<file path="src/rtl/gate_tt_sweeper.sv">
// Stimulus/capture stage for a 4-input combinational gate: sweeps all 16 vectors,
// samples the response after SETTLE cycles and compares against a reference truth table.
module gate_tt_sweeper #(
    parameter logic [15:0] EXPECTED = 16'hE605,
    parameter int unsigned SETTLE   = 2
) (
    input  logic        clk,
    input  logic        rst,
    input  logic        start,
    output logic [3:0]  stim,
    input  logic        resp,
    output logic        busy,
    output logic        done,
    output logic [15:0] captured,
    output logic        pass,
    output logic [4:0]  err_count,
    output logic [3:0]  first_err,
    output logic        first_err_valid
);

    localparam logic [3:0] SettleW = 4'(SETTLE);

    typedef enum logic [1:0] {StIdle, StRun, StFinish} state_e;

    state_e      state_q, state_d;
    logic [3:0]  idx_q, idx_d;
    logic [3:0]  cnt_q, cnt_d;
    logic [15:0] captured_q, captured_d;
    logic [4:0]  err_q, err_d;
    logic [3:0]  ferr_q, ferr_d;
    logic        fvalid_q, fvalid_d;
    logic        pass_q, pass_d;
    logic [3:0]  bit_pos;

    assign bit_pos = 4'd15 - idx_q;

    always_comb begin
        state_d    = state_q;
        idx_d      = idx_q;
        cnt_d      = cnt_q;
        captured_d = captured_q;
        err_d      = err_q;
        ferr_d     = ferr_q;
        fvalid_d   = fvalid_q;
        pass_d     = pass_q;
        case (state_q)
            // FINISH behaves like IDLE for start so sweeps can run back to back
            StIdle, StFinish: begin
                state_d = StIdle;
                if (start) begin
                    state_d    = StRun;
                    idx_d      = 4'd0;
                    cnt_d      = 4'd1;
                    captured_d = 16'h0000;
                    err_d      = 5'd0;
                    ferr_d     = 4'd0;
                    fvalid_d   = 1'b0;
                    pass_d     = 1'b0;
                end
            end
            StRun: begin
                if (cnt_q < SettleW) begin
                    cnt_d = cnt_q + 4'd1;
                end else begin
                    captured_d[bit_pos] = resp;
                    if (resp != EXPECTED[bit_pos]) begin
                        err_d = err_q + 5'd1;
                        if (!fvalid_q) begin
                            ferr_d   = idx_q;
                            fvalid_d = 1'b1;
                        end
                    end
                    if (idx_q == 4'd15) begin
                        state_d = StFinish;
                        idx_d   = 4'd0;
                        pass_d  = (captured_d == EXPECTED);
                    end else begin
                        idx_d = idx_q + 4'd1;
                        cnt_d = 4'd1;
                    end
                end
            end
            default: state_d = StIdle;
        endcase
    end

    always_ff @(posedge clk) begin
        if (rst) begin
            state_q    <= StIdle;
            idx_q      <= 4'd0;
            cnt_q      <= 4'd0;
            captured_q <= 16'h0000;
            err_q      <= 5'd0;
            ferr_q     <= 4'd0;
            fvalid_q   <= 1'b0;
            pass_q     <= 1'b0;
        end else begin
            state_q    <= state_d;
            idx_q      <= idx_d;
            cnt_q      <= cnt_d;
            captured_q <= captured_d;
            err_q      <= err_d;
            ferr_q     <= ferr_d;
            fvalid_q   <= fvalid_d;
            pass_q     <= pass_d;
        end
    end

    // idx is held at zero outside RUN, so stim needs no extra gating
    assign stim            = idx_q;
    assign busy            = (state_q == StRun);
    assign done            = (state_q == StFinish);
    assign captured        = captured_q;
    assign pass            = pass_q;
    assign err_count       = err_q;
    assign first_err       = ferr_q;
    assign first_err_valid = fvalid_q;

endmodule
</file>
<file path="config.mk">
export PLATFORM = sky130hd
export DESIGN_NAME = gate_tt_sweeper
export DESIGN_NICKNAME = d
export VERILOG_FILES = /design/src/rtl/gate_tt_sweeper.sv
export SDC_FILE = /design/constraint.sdc
export NUM_CORES = 1
export LEC_CHECK = 0
export ABC_AREA = 0
export BUFFER_PORTS_ARGS = -buffer_cell sky130_fd_sc_hd__buf_2
export CAP_MARGIN = 20
export CORE_ASPECT_RATIO = 0.8
export CORE_MARGIN = 1.5
export CORE_UTILIZATION = 50
export DETAILED_ROUTE_END_ITERATION = 12
export GPL_ROUTABILITY_DRIVEN = 0
export PLACE_DENSITY = 0.73
export SKIP_CTS_REPAIR_TIMING = 1
export SYNTH_ARGS = -nofsm -noshare
export SYNTH_HDL_FRONTEND = slang
export SYNTH_SLANG_ARGS = --single-unit
</file>
<file path="constraint.sdc">
create_clock -name clk -period 2.8 [get_ports clk]
set_clock_uncertainty 0.2 [all_clocks]
set_input_delay 0.7 -clock clk [delete_from_list [all_inputs] [get_ports clk]]
set_output_delay 0.7 -clock clk [all_outputs]
set_load 0.03 [all_outputs]
</file>
After elaboration in Yosys (flattened, before gate mapping):

Memories as Yosys holds them, arrays and structs flattened.
Cells that the tools add are included.

* word-level logic and storage cells: 71
* output and inout bits: 33
* bits in registers: 37
* input bits: 4
* memories kept: 1
* memory bits (read-only): 16

Memory list
* (name not given): depth 16, bits a word 1, rd ports 1, clocked after memory_dff 0, write ports 0, RTL line 66 `if (resp != EXPECTED[bit_pos]) begin`

* reductions and logical operators: 10
* $add $sub $neg: 4
* multiplexer cells: 34
* $lt $le $gt $ge: 3
* equal/unequal tests: 11

Operators by type and width (number)
* two-way mux 4 bit: 9
* two-way mux 16 bit: 2
* case mux 16 bit (2 select lines): 1
* case mux 4 bit (2 select lines): 3
* bitwise mux 16 bit: 1
* equality test 16 bit (second input constant): 1
* two-way mux 5 bit: 3
* case mux 5 bit (2 select lines): 1
* adder 4 x 1 -> 4 bit (second input constant): 2
* two-way mux 1 bit: 8
* AND reduction 4 bit: 2
* inequality test 2 bit (second input constant): 3
* AND reduction 3 bit: 2
* adder 5 x 1 -> 5 bit (second input constant): 1
* < comparator 4 x 5 -> 1 bit (second input constant): 1
* AND reduction 5 bit: 1
* demux 1 bit (select 4 bit): 1
* equality test 4 bit (second input constant): 1
* greater-or-equal comparator 4 x 1 -> 1 bit (second input constant): 1
* < comparator 4 x 2 -> 1 bit (second input constant): 1
* two-way mux 2 bit: 2
* inequality test 2 x 1 -> 1 bit (second input constant): 2
* case mux 1 bit (2 select lines): 2
* case mux 2 bit (2 select lines): 1
* other kinds (10): 10

Logic depth before layout (Yosys ltp):

Gate-level depths: netlist of run 1.

* word-level depth: 10
* gate-level depth with buffers: 8
* depth with buffers taken out: 7

Worst setup path before layout of run 1:

No wires, ideal clock.

* path type: reg-to-reg
* from: register idx_q[0], in the netlist stim[0]
* to: register err_q[2], in the netlist err_count[2]
* cell stages (with the launch flop): 8
* setup time: 59 ps
* clock period less this slack: 2426 ps
* required time: 2541 ps
* arrival time: 2167 ps
* setup slack: 374 ps
* buffers on the path: 0
* path through: dfxtp_1 inv_1 ha_1 mux2i_2 o211a_2 nor3_4 a2111oi_2 a31o_1

* cells in the longest elaborated chain, start to end: 6

Ends and longest elaborated chain
* from (decl): RTL line 26 `logic [3:0] idx_q, idx_d;`
* from (signal assigned): RTL line 99 `idx_q <= idx_d;`
* subtractor 4 bit: RTL line 35 `assign bit_pos = 4'd15 - idx_q;`
* memory read (16 x 1 bit)
* two-way mux 1 bit (implied by the code): RTL line 66
* inequality test 1 bit: RTL line 66
* inequality test 2 x 1 -> 1 bit (no line)
* AND reduction 4 bit (no line)
* to (signal assigned): RTL line 102 `err_q <= err_d;`
* to (decl): RTL line 29 `logic [4:0] err_q, err_d;`

Every way passes these cells. The select of a mux whose other input is x is not followed.
A chain may end at the register's enable or synchronous reset.

Worst setup path after layout of run 1:

Same ends and word-level chain as after synthesis.

==> results.toml, run 1 <==
[run_status]
outcome = "finished, final reports clean"

[die]
die_h_um = 58.7
io_pins = 37
rows = 20
dieArea_mm2 = 0.00426
fp.dieW_um = 72.6
start_util_pct = 51.6
core-area_mm2 = 0.00375

[place]
dp_hpwl_um = 2870
dp_slack_ns = 0.409
port_buffers = 36
dp.cells = 289

[synth]
yosysWarnings = 0
ys_types = 50
synth-main-ff-cell = "dfxtp_1"
syn-num-nets = 232
ys_seq_area_share_pct = 38.2
synth_edf_count = 0
syn_inst = 220
synthesis.area_mm2 = 0.00194
ys_ff_latch = 37
synthArstFlopShare_pct = 0
synth.avg_cell_area_um2 = 8.81

[clock_network]
cts.sinks = 37
clock_path_buffers = 2
cts_made_buffers = 5
tritoncts = "built"
h-tree-depth = 2
clock_latency_ns = 0.29
cts-root-buf = "clkbuf_8"
clk_pin_slew_ns = 0.07

[grt]
grt_overflow = 0
grt_pass1_wl_um = 7130
grt_max_degree = 22
grt_pass1_vias = 1506
antenna_found_initial = 0
grt_use_total_pct = 21.8

[route]
drt-total-wl_um = 4190
ant_nets = 0
drt_iter0_drc = 90
route.met3.wl_um = 182
wl_met1_um = 2170
vias = 1685
avgViaCountPerCell = 5.67
drtPass1Iterations = 4
maxUsedRoutingLayer = "met4"
wl_met2_um = 1780
wl_per_cell_um = 14.1
drc = 0

[critical_path]
cp_max_fo = 9
cp-endpoint = "err_count[2]"
endpoint_kind = "flop"
r2r_slack_ns = 0.39
ff2ff_path_depth = 7
start_kind = "flop"
crit_arrival_ns = 2.39
critPathMaxStageDelay_ns = 0.53
reg2reg_from = "stim[0]"
r2r_end = "err_count[2]"
crit_slowest_cell = "dfxtp_1"
cp_cell_sequence = "inv_1 -> ha_1 -> mux2i_2 -> a211oi_4 -> nor3_4 -> a2111oi_2 -> a31o_1"
crit_start = "stim[0]"
worstPathRequired_ns = 2.78
crit_type = "reg2reg"

[final_layout]
diodes = 0
multi_input_area_mm2 = 0.00110
layout-area-overhead-vs-synth_pct = 14.5
n_fill_cell = 363
layout.nets = 264
final_cell_count_no_fill = 297
seqCellArea_um2 = 741
drive_gt1_share_pct = 23.3

[sta]
period_needed_ns = 2.41
hold_viol = 0
setup_violations = 0
whs_ns = 0.270
tightest_slew_ns = 0.748
fin_ws_ns = 0.393
tns_ns = 0
min_period_over_period_pct = 86.0
rsz0062_at_grt = "false"
slew_viol_final = 0
max_slew_margin_pct = 50.1
max_freq_ghz = 0.415

[pwr]
total_power_mw = 1.06
p_leak_nw = 0.995
power_density_mw_per_mm2 = 479
peakVddDrop_mv = 0.306

[flow_run]
maxCapViolCount = 0

[worst_hold_path]
hold_path_class = "reg2reg"
## sequential cells by signal, summed over array words and instances, names as in the netlist
register,cells
err_count,5
first_err_valid,1
pass,1
first_err,4
state_q,2
stim,4
captured,16
cnt_q,4
## cell type report
type / instances / share of cell area (%)
clock buffers: 7 / 4.34
clock inverters: 1 / 0.226
inverters: 6 / 1.02
multi-input cells: 164 / 49.7
flip-flops and latches: 37 / 33.4
well taps: 44 / 2.48
repair buffers: 38 / 8.80
## per-stage QoR
step | util [%] | instance area (um2)
after global placement | 56.4 | 2120
final | 59.1 | 2220
after CTS | 59.1 | 2220
after global routing | 59.1 | 2220
after floorplan | - | 1940
after detailed placement | 56.4 | 2120
## cell families after synthesis
logic type / share of synthesized area (%)
AO/OA/AOI/OAI: 16.3
AND/OR/NAND/NOR: 25.5
multiplexers: 8.65
adder cells (fa/ha/maj): 5.16
flip-flops: 38.2
XOR/XNOR: 1.36
buffers and inverters: 4.84
## metal layers
metal	global-route usage, %	vias to the layer above
li1	-	849
met1	30.5	783
met2	32.1	46
met3	5.14	7
met4	9.43	0
met5	0	-
## cells in the final DEF, fill, tap and decap left out, types with 3 or more instances in the layout
cell | synthesis | routed
ha_1 | 8 | 8
inv_1 | 5 | 5
nor2_1 | 39 | 39
nand3b_1 | 8 | 8
nor3_1 | 11 | 11
nand2_1 | 10 | 10
nand2b_1 | 3 | 3
buf_2 | 3 | 36
nand3_1 | 6 | 6
mux2_2 | 3 | 3
a22oi_1 | 5 | 5
mux2i_1 | 12 | 12
dfxtp_1 | 37 | 37
clkbuf_8 | 0 | 7
a32o_1 | 5 | 5
nor2b_1 | 3 | 3
a21oi_1 | 15 | 15
## worst min path at each step
stage / start / endpoint / slack [ns] / cells past startpoint
after floorplan: cnt_q[0] / cnt_q[0] / 0.24 / 1
after global placement: first_err[2] / first_err[2] / 0.24 / 1
after detailed placement: first_err[1] / first_err[1] / 0.26 / 1
after CTS: first_err[2] / first_err[2] / 0.28 / 1
after global routing: first_err[2] / first_err[2] / 0.28 / 1
final: first_err[2] / first_err[2] / 0.27 / 1
## where the power goes
| group | switching (mW) | internal, mW | leakage (nW) |
|---|---|---|---|
| Sequential | 0.00913 | 0.532 | 0.299 |
| Clock | 0.190 | 0.222 | 0.0542 |
| Combinational | 0.0726 | 0.0360 | 0.642 |
## synthesized netlist by cell type, types with 3 or more instances
| cell type | number | area share, % |
|---|---|---|
| nand3_1 | 6 | 1.5 |
| nor3_1 | 11 | 2.8 |
| nor2b_1 | 3 | 0.97 |
| nand2_1 | 10 | 1.9 |
| inv_1 | 5 | 0.97 |
| nand3b_1 | 8 | 3.1 |
| clkbuf_1 | 7 | 1.4 |
| nand2b_1 | 3 | 0.97 |
| nor2_1 | 39 | 7.6 |
| a32o_1 | 5 | 2.6 |
| ha_1 | 8 | 5.2 |
| a21oi_1 | 15 | 3.9 |
| mux2i_1 | 12 | 6.2 |
| dfxtp_1 | 37 | 38 |
| buf_2 | 3 | 0.77 |
| a22oi_1 | 5 | 1.9 |
| mux2_2 | 3 | 1.7 |
## critical path: cells and delay by family, from the launching register on
family	cells	cell delay [ns]
DFF	1	0.53
AOI/OAI and AO/OA	3	0.44
and+or+nand+nor	1	0.39
muxes	1	0.25
adders and majority gates	1	0.34
buffers and inverters	1	0.14
Power figures use the tool's default switching activity.
==> run 2: changes to the inputs <==
--- a/config.mk
+++ b/config.mk
@@ -7,5 +7,5 @@
 export LEC_CHECK = 0
 export ABC_AREA = 0
-export BUFFER_PORTS_ARGS = -buffer_cell sky130_fd_sc_hd__buf_2
+export BUFFER_PORTS_ARGS = -buffer_cell sky130_fd_sc_hd__buf_4
 export CAP_MARGIN = 20
 export CORE_ASPECT_RATIO = 0.8
==> constraint.sdc (replaced) <==
create_clock -name clk -period 2.8 [get_ports clk]
set_clock_uncertainty 0.2 [all_clocks]
set_input_delay 0.56 -clock clk [delete_from_list [all_inputs] [get_ports clk]]
set_output_delay 0.56 -clock clk [all_outputs]
set_load 0.03 [all_outputs]
==> run 2 against run 1 <==
Effect of this change:
- combinational power barely moved
- cell area increased by 2.5%
- cell count fell by 1.0%
- sequential power about the same
- setup slack worse by 0.00099 ns
- register-to-register slack barely moved
- clock power decreased by 17%
- largest power group unchanged
- core utilization grew 1.5 points
- total power shrank 6.3%
- hold slack gained 0.0024 ns
- largest cell class unchanged
==> results.toml, run 2 (synthesized netlist as in run 1, its figures left out) <==
[die]
core-area_mm2 = 0.00375
start_util_pct = 51.6
fp.dieW_um = 72.6
dieArea_mm2 = 0.00426
rows = 20
io_pins = 37
die_h_um = 58.7

[sta]
min_period_over_period_pct = 86.0
max_freq_ghz = 0.415
period_needed_ns = 2.41
tns_ns = 0
slew_viol_final = 0
tightest_slew_ns = 0.705
rsz0062_at_grt = "false"
hold_viol = 0
setup_violations = 0
max_slew_margin_pct = 53.0
whs_ns = 0.272

[grt]
grt_use_total_pct = 20.6
grt_pass1_wl_um = 6860
grt_pass1_vias = 1515
grt_max_degree = 37
antenna_found_initial = 0
grt_overflow = 0

[final_layout]
largest_reg_flops = 16
n_fill_cell = 363
layout_common_cells = "nor2_1 (39), dfxtp_1 (37), buf_4 (37)"
layout_commonest_cell = "nor2_1"
seqCellArea_um2 = 741
diodes = 0
drive_gt1_share_pct = 22.4
multi_input_area_mm2 = 0.00110
final_area_mm2 = 0.00227
layout.nets = 263
fin_util_pct = 60.6
layout-area-overhead-vs-synth_pct = 17.3

[clock_network]
cts.sinks = 37
cts_made_buffers = 5
tritoncts = "built"
clock_latency_ns = 0.28
clk_pin_slew_ns = 0.07
clock_path_buffers = 2
cts-root-buf = "clkbuf_8"
h-tree-depth = 2

[route]
maxUsedRoutingLayer = "met4"
wl_met2_um = 1790
ant_nets = 0
wl_met1_um = 2090
vias = 1662
drtPass1Iterations = 4
drt-total-wl_um = 4080
drc = 0
wl_per_cell_um = 13.9
route.met3.wl_um = 200
avgViaCountPerCell = 5.65
drt_iter0_drc = 102

[place]
dpl-instance-area_mm2 = 0.00220
dp_hpwl_um = 2850
port_buffers = 36

[run_status]
outcome = "finished, final reports clean"

[pwr]
p_leak_nw = 0.975
peakVddDrop_mv = 0.294
power_density_mw_per_mm2 = 438

[critical_path]
worstPathRequired_ns = 2.83
cp_max_fo = 9
endpoint_kind = "flop"
crit_type = "reg2reg"
critPathMaxStageDelay_ns = 0.55
cp_cell_sequence = "inv_1 -> ha_1 -> mux2i_2 -> o211a_2 -> nor3_4 -> a2111oi_2 -> a31o_1"
crit_slowest_cell = "dfxtp_1"
start_kind = "flop"
crit_arrival_ns = 2.44

[worst_hold_path]
hold_path_class = "reg2reg"

[flow_run]
maxCapViolCount = 0
[run 2: critical path: cells and delay by family (launching register included)]
| kind | cells | cell delay (ns) |
|---|---|---|
| compound gates | 3 | 0.79 |
| flops | 1 | 0.55 |
| mux | 1 | 0.24 |
| fa+ha+maj | 1 | 0.34 |
| buf+inv | 1 | 0.15 |
| simple gates | 1 | 0.09 |
[run 2: worst paths after layout]
kind / start / endpoint / slack, ns / cells past startpoint
setup / recovery: stim[0] / err_count[2] / 0.39 / 7
hold / removal: cnt_q[0] / cnt_q[0] / 0.27 / 1
setup reg to reg: stim[0] / err_count[2] / 0.39 / 7
hold reg to reg: cnt_q[0] / cnt_q[0] / 0.27 / 1
[run 2: layout make-up]
type                       instances  area share, %
clock buffer                       5           3.03
clock inverter                     1          0.220
inverter                           6          0.991
multi-input combinational        164           48.5
sequential                        37           32.6
tap                               44           2.42
timing repair buffer              37           12.2
[run 2: per-layer routing]
layer / GRT usage (%) / vias to the layer above
met2: 34.7 / 39
met5: 0 / -
met3: 4.62 / 2
met4: 4.04 / 0
met1: 27.4 / 779
li1: - / 842
[run 2: power by group]
group | switching (mW) | internal (mW) | total, mW
logic | 0.0727 | 0.0383 | 0.111
registers | 0.00918 | 0.532 | 0.542
clock network | 0.179 | 0.164 | 0.343
total | 0.261 | 0.735 | 0.995
[run 2: through the flow]
| stage | cells | setup slack, ns | power, mW |
|---|---|---|---|
| after floorplan | 220 | 0.374 | 0.636 |
| after global placement | 288 | 0.478 | 0.663 |
| after detailed placement | 288 | 0.398 | 0.664 |
| after CTS | 294 | 0.381 | 1.00 |
| after global routing | 294 | 0.217 | 1.04 |
| final | 294 | 0.392 | 0.995 |
==> run 3: changes to the inputs <==
==> constraint.sdc (replaced) <==
create_clock -name clk -period 2.8 [get_ports clk]
set_clock_uncertainty 0.2 [all_clocks]
set_input_delay 0.14 -clock clk [delete_from_list [all_inputs] [get_ports clk]]
set_output_delay 0.14 -clock clk [all_outputs]
set_load 0.03 [all_outputs]
==> run 3 against run 2 <==
Effect of this change:
- cell area is 1.5% higher
- non-clock buffer count is 1 lower
- setup slack better by 0.019 ns
- hold slack worse by 0.24 ns
- core utilization is 0.93 points higher
- total power is 13% higher
- routed wire length is 1.1% lower
- sequential power hardly changed
- critical endpoint unchanged
- largest cell class unchanged
- largest power group unchanged
==> results.toml, run 3 (synthesized netlist as in run 1, its figures left out) <==
[sta]
max_slew_margin_pct = 52.3
hold_viol = 0
period_needed_ns = 2.39
rsz0062_at_grt = "false"
min_period_over_period_pct = 85.3
tns_ns = 0
setup_violations = 0
max_freq_ghz = 0.419
slew_viol_final = 0
tightest_slew_ns = 0.715

[final_layout]
layout.nets = 262
seqCellArea_um2 = 741
final_area_mm2 = 0.00231
layout-area-overhead-vs-synth_pct = 19.1
largest_reg_flops = 16
drive_gt1_share_pct = 22.3
layout_commonest_cell = "nor2_1"
n_fill_cell = 326
multi_input_area_mm2 = 0.00110
diodes = 0
layout_common_cells = "nor2_1 (39), dfxtp_1 (37), buf_4 (36)"

[grt]
grt_max_degree = 37
grt_pass1_vias = 1402
grt_pass1_wl_um = 6960
grt_use_total_pct = 21.4
grt_overflow = 0
antenna_found_initial = 0

[route]
drtPass1Iterations = 4
ant_nets = 0
drt_iter0_drc = 103
drc = 0
avgViaCountPerCell = 5.64
drt-total-wl_um = 4040
vias = 1664
wl_per_cell_um = 13.7

[place]
dpl-instance-area_mm2 = 0.00219
port_buffers = 36
dp_hpwl_um = 2830

[clock_network]
tritoncts = "built"
h-tree-depth = 2
clock_path_buffers = 2
cts.sinks = 37
clk_pin_slew_ns = 0.07
clock_latency_ns = 0.29
cts_made_buffers = 5
cts-root-buf = "clkbuf_8"

[critical_path]
crit_arrival_ns = 2.38
crit_type = "reg2reg"
start_kind = "flop"
worstPathRequired_ns = 2.79
endpoint_kind = "flop"
cp_max_fo = 9

[die]
rows = 20
io_pins = 37
fp.dieW_um = 72.6
core-area_mm2 = 0.00375
die_h_um = 58.7
dieArea_mm2 = 0.00426
start_util_pct = 51.6

[run_status]
outcome = "finished, final reports clean"

[pwr]
power_density_mw_per_mm2 = 489
peakVddDrop_mv = 0.228
p_leak_nw = 0.988

[worst_hold_path]
hold_path_class = "in2reg"

[flow_run]
maxCapViolCount = 0
-- run 3: cell types whose count changed in the layout (fill, tap and decap cells not counted) --
cell,change
bufinv_16,+1
clkinv_2,-1
clkbuf_8,+1
clkbuf_1,+1
buf_4,-1
-- run 3: report_power, final --
part	internal, mW	leakage, nW	switching, mW
clock network	0.290	0.0585	0.187
logic	0.0372	0.631	0.0727
registers	0.532	0.299	0.00879
-- run 3: cell type report --
| class | instances | area share, % |
|---|---|---|
| clock buffers | 7 | 3.74 |
| repair buffers | 36 | 11.7 |
| multi-input cells | 164 | 47.8 |
| flip-flops and latches | 37 | 32.1 |
| clock inverters | 1 | 1.30 |
| inverters | 6 | 0.976 |
| well taps | 44 | 2.38 |
-- run 3: critical path, cell delays in order, from the launching register on --
cell,delay [ns]
dfxtp_1,0.52
inv_1,0.14
ha_1,0.34
mux2i_2,0.24
a211oi_4,0.13
nor3_4,0.39
a2111oi_2,0.12
a31o_1,0.20
-- run 3: per-layer routing --
| layer | track usage [%] | share of wire (%) | up-vias | wire [um] |
|---|---|---|---|---|
| li1 | - | - | 843 | - |
| met1 | 30.6 | 53 | 774 | 2130 |
| met2 | 30.8 | 41 | 40 | 1640 |
| met3 | 5.65 | 4.9 | 7 | 198 |
| met4 | 8.63 | 1.7 | 0 | 68 |
| met5 | 0 | 0 | - | 0 |
-- run 3: final timing paths --
check | start | end | slack [ns] | cells past startpoint
setup / recovery | stim[0] | err_count[2] | 0.41 | 7
hold / removal | rst | captured[0] | 0.04 | 2
setup reg to reg | stim[0] | err_count[2] | 0.41 | 7
hold reg to reg | first_err[2] | first_err[2] | 0.27 | 1
-- run 3: stage by stage --
stage | hold slack, ns | power [mW] | setup slack [ns] | util (%) | std cells
floorplan | 0.209 | 0.636 | 0.374 | - | 220
global placement | 0.251 | 0.661 | 0.473 | 58.4 | 287
detailed placement | 0.259 | 0.663 | 0.405 | 58.4 | 287
CTS | 0.0336 | 1.14 | 0.403 | 61.5 | 295
global route | 0.0473 | 1.17 | 0.209 | 61.5 | 295
finish | 0.0356 | 1.13 | 0.411 | 61.5 | 295
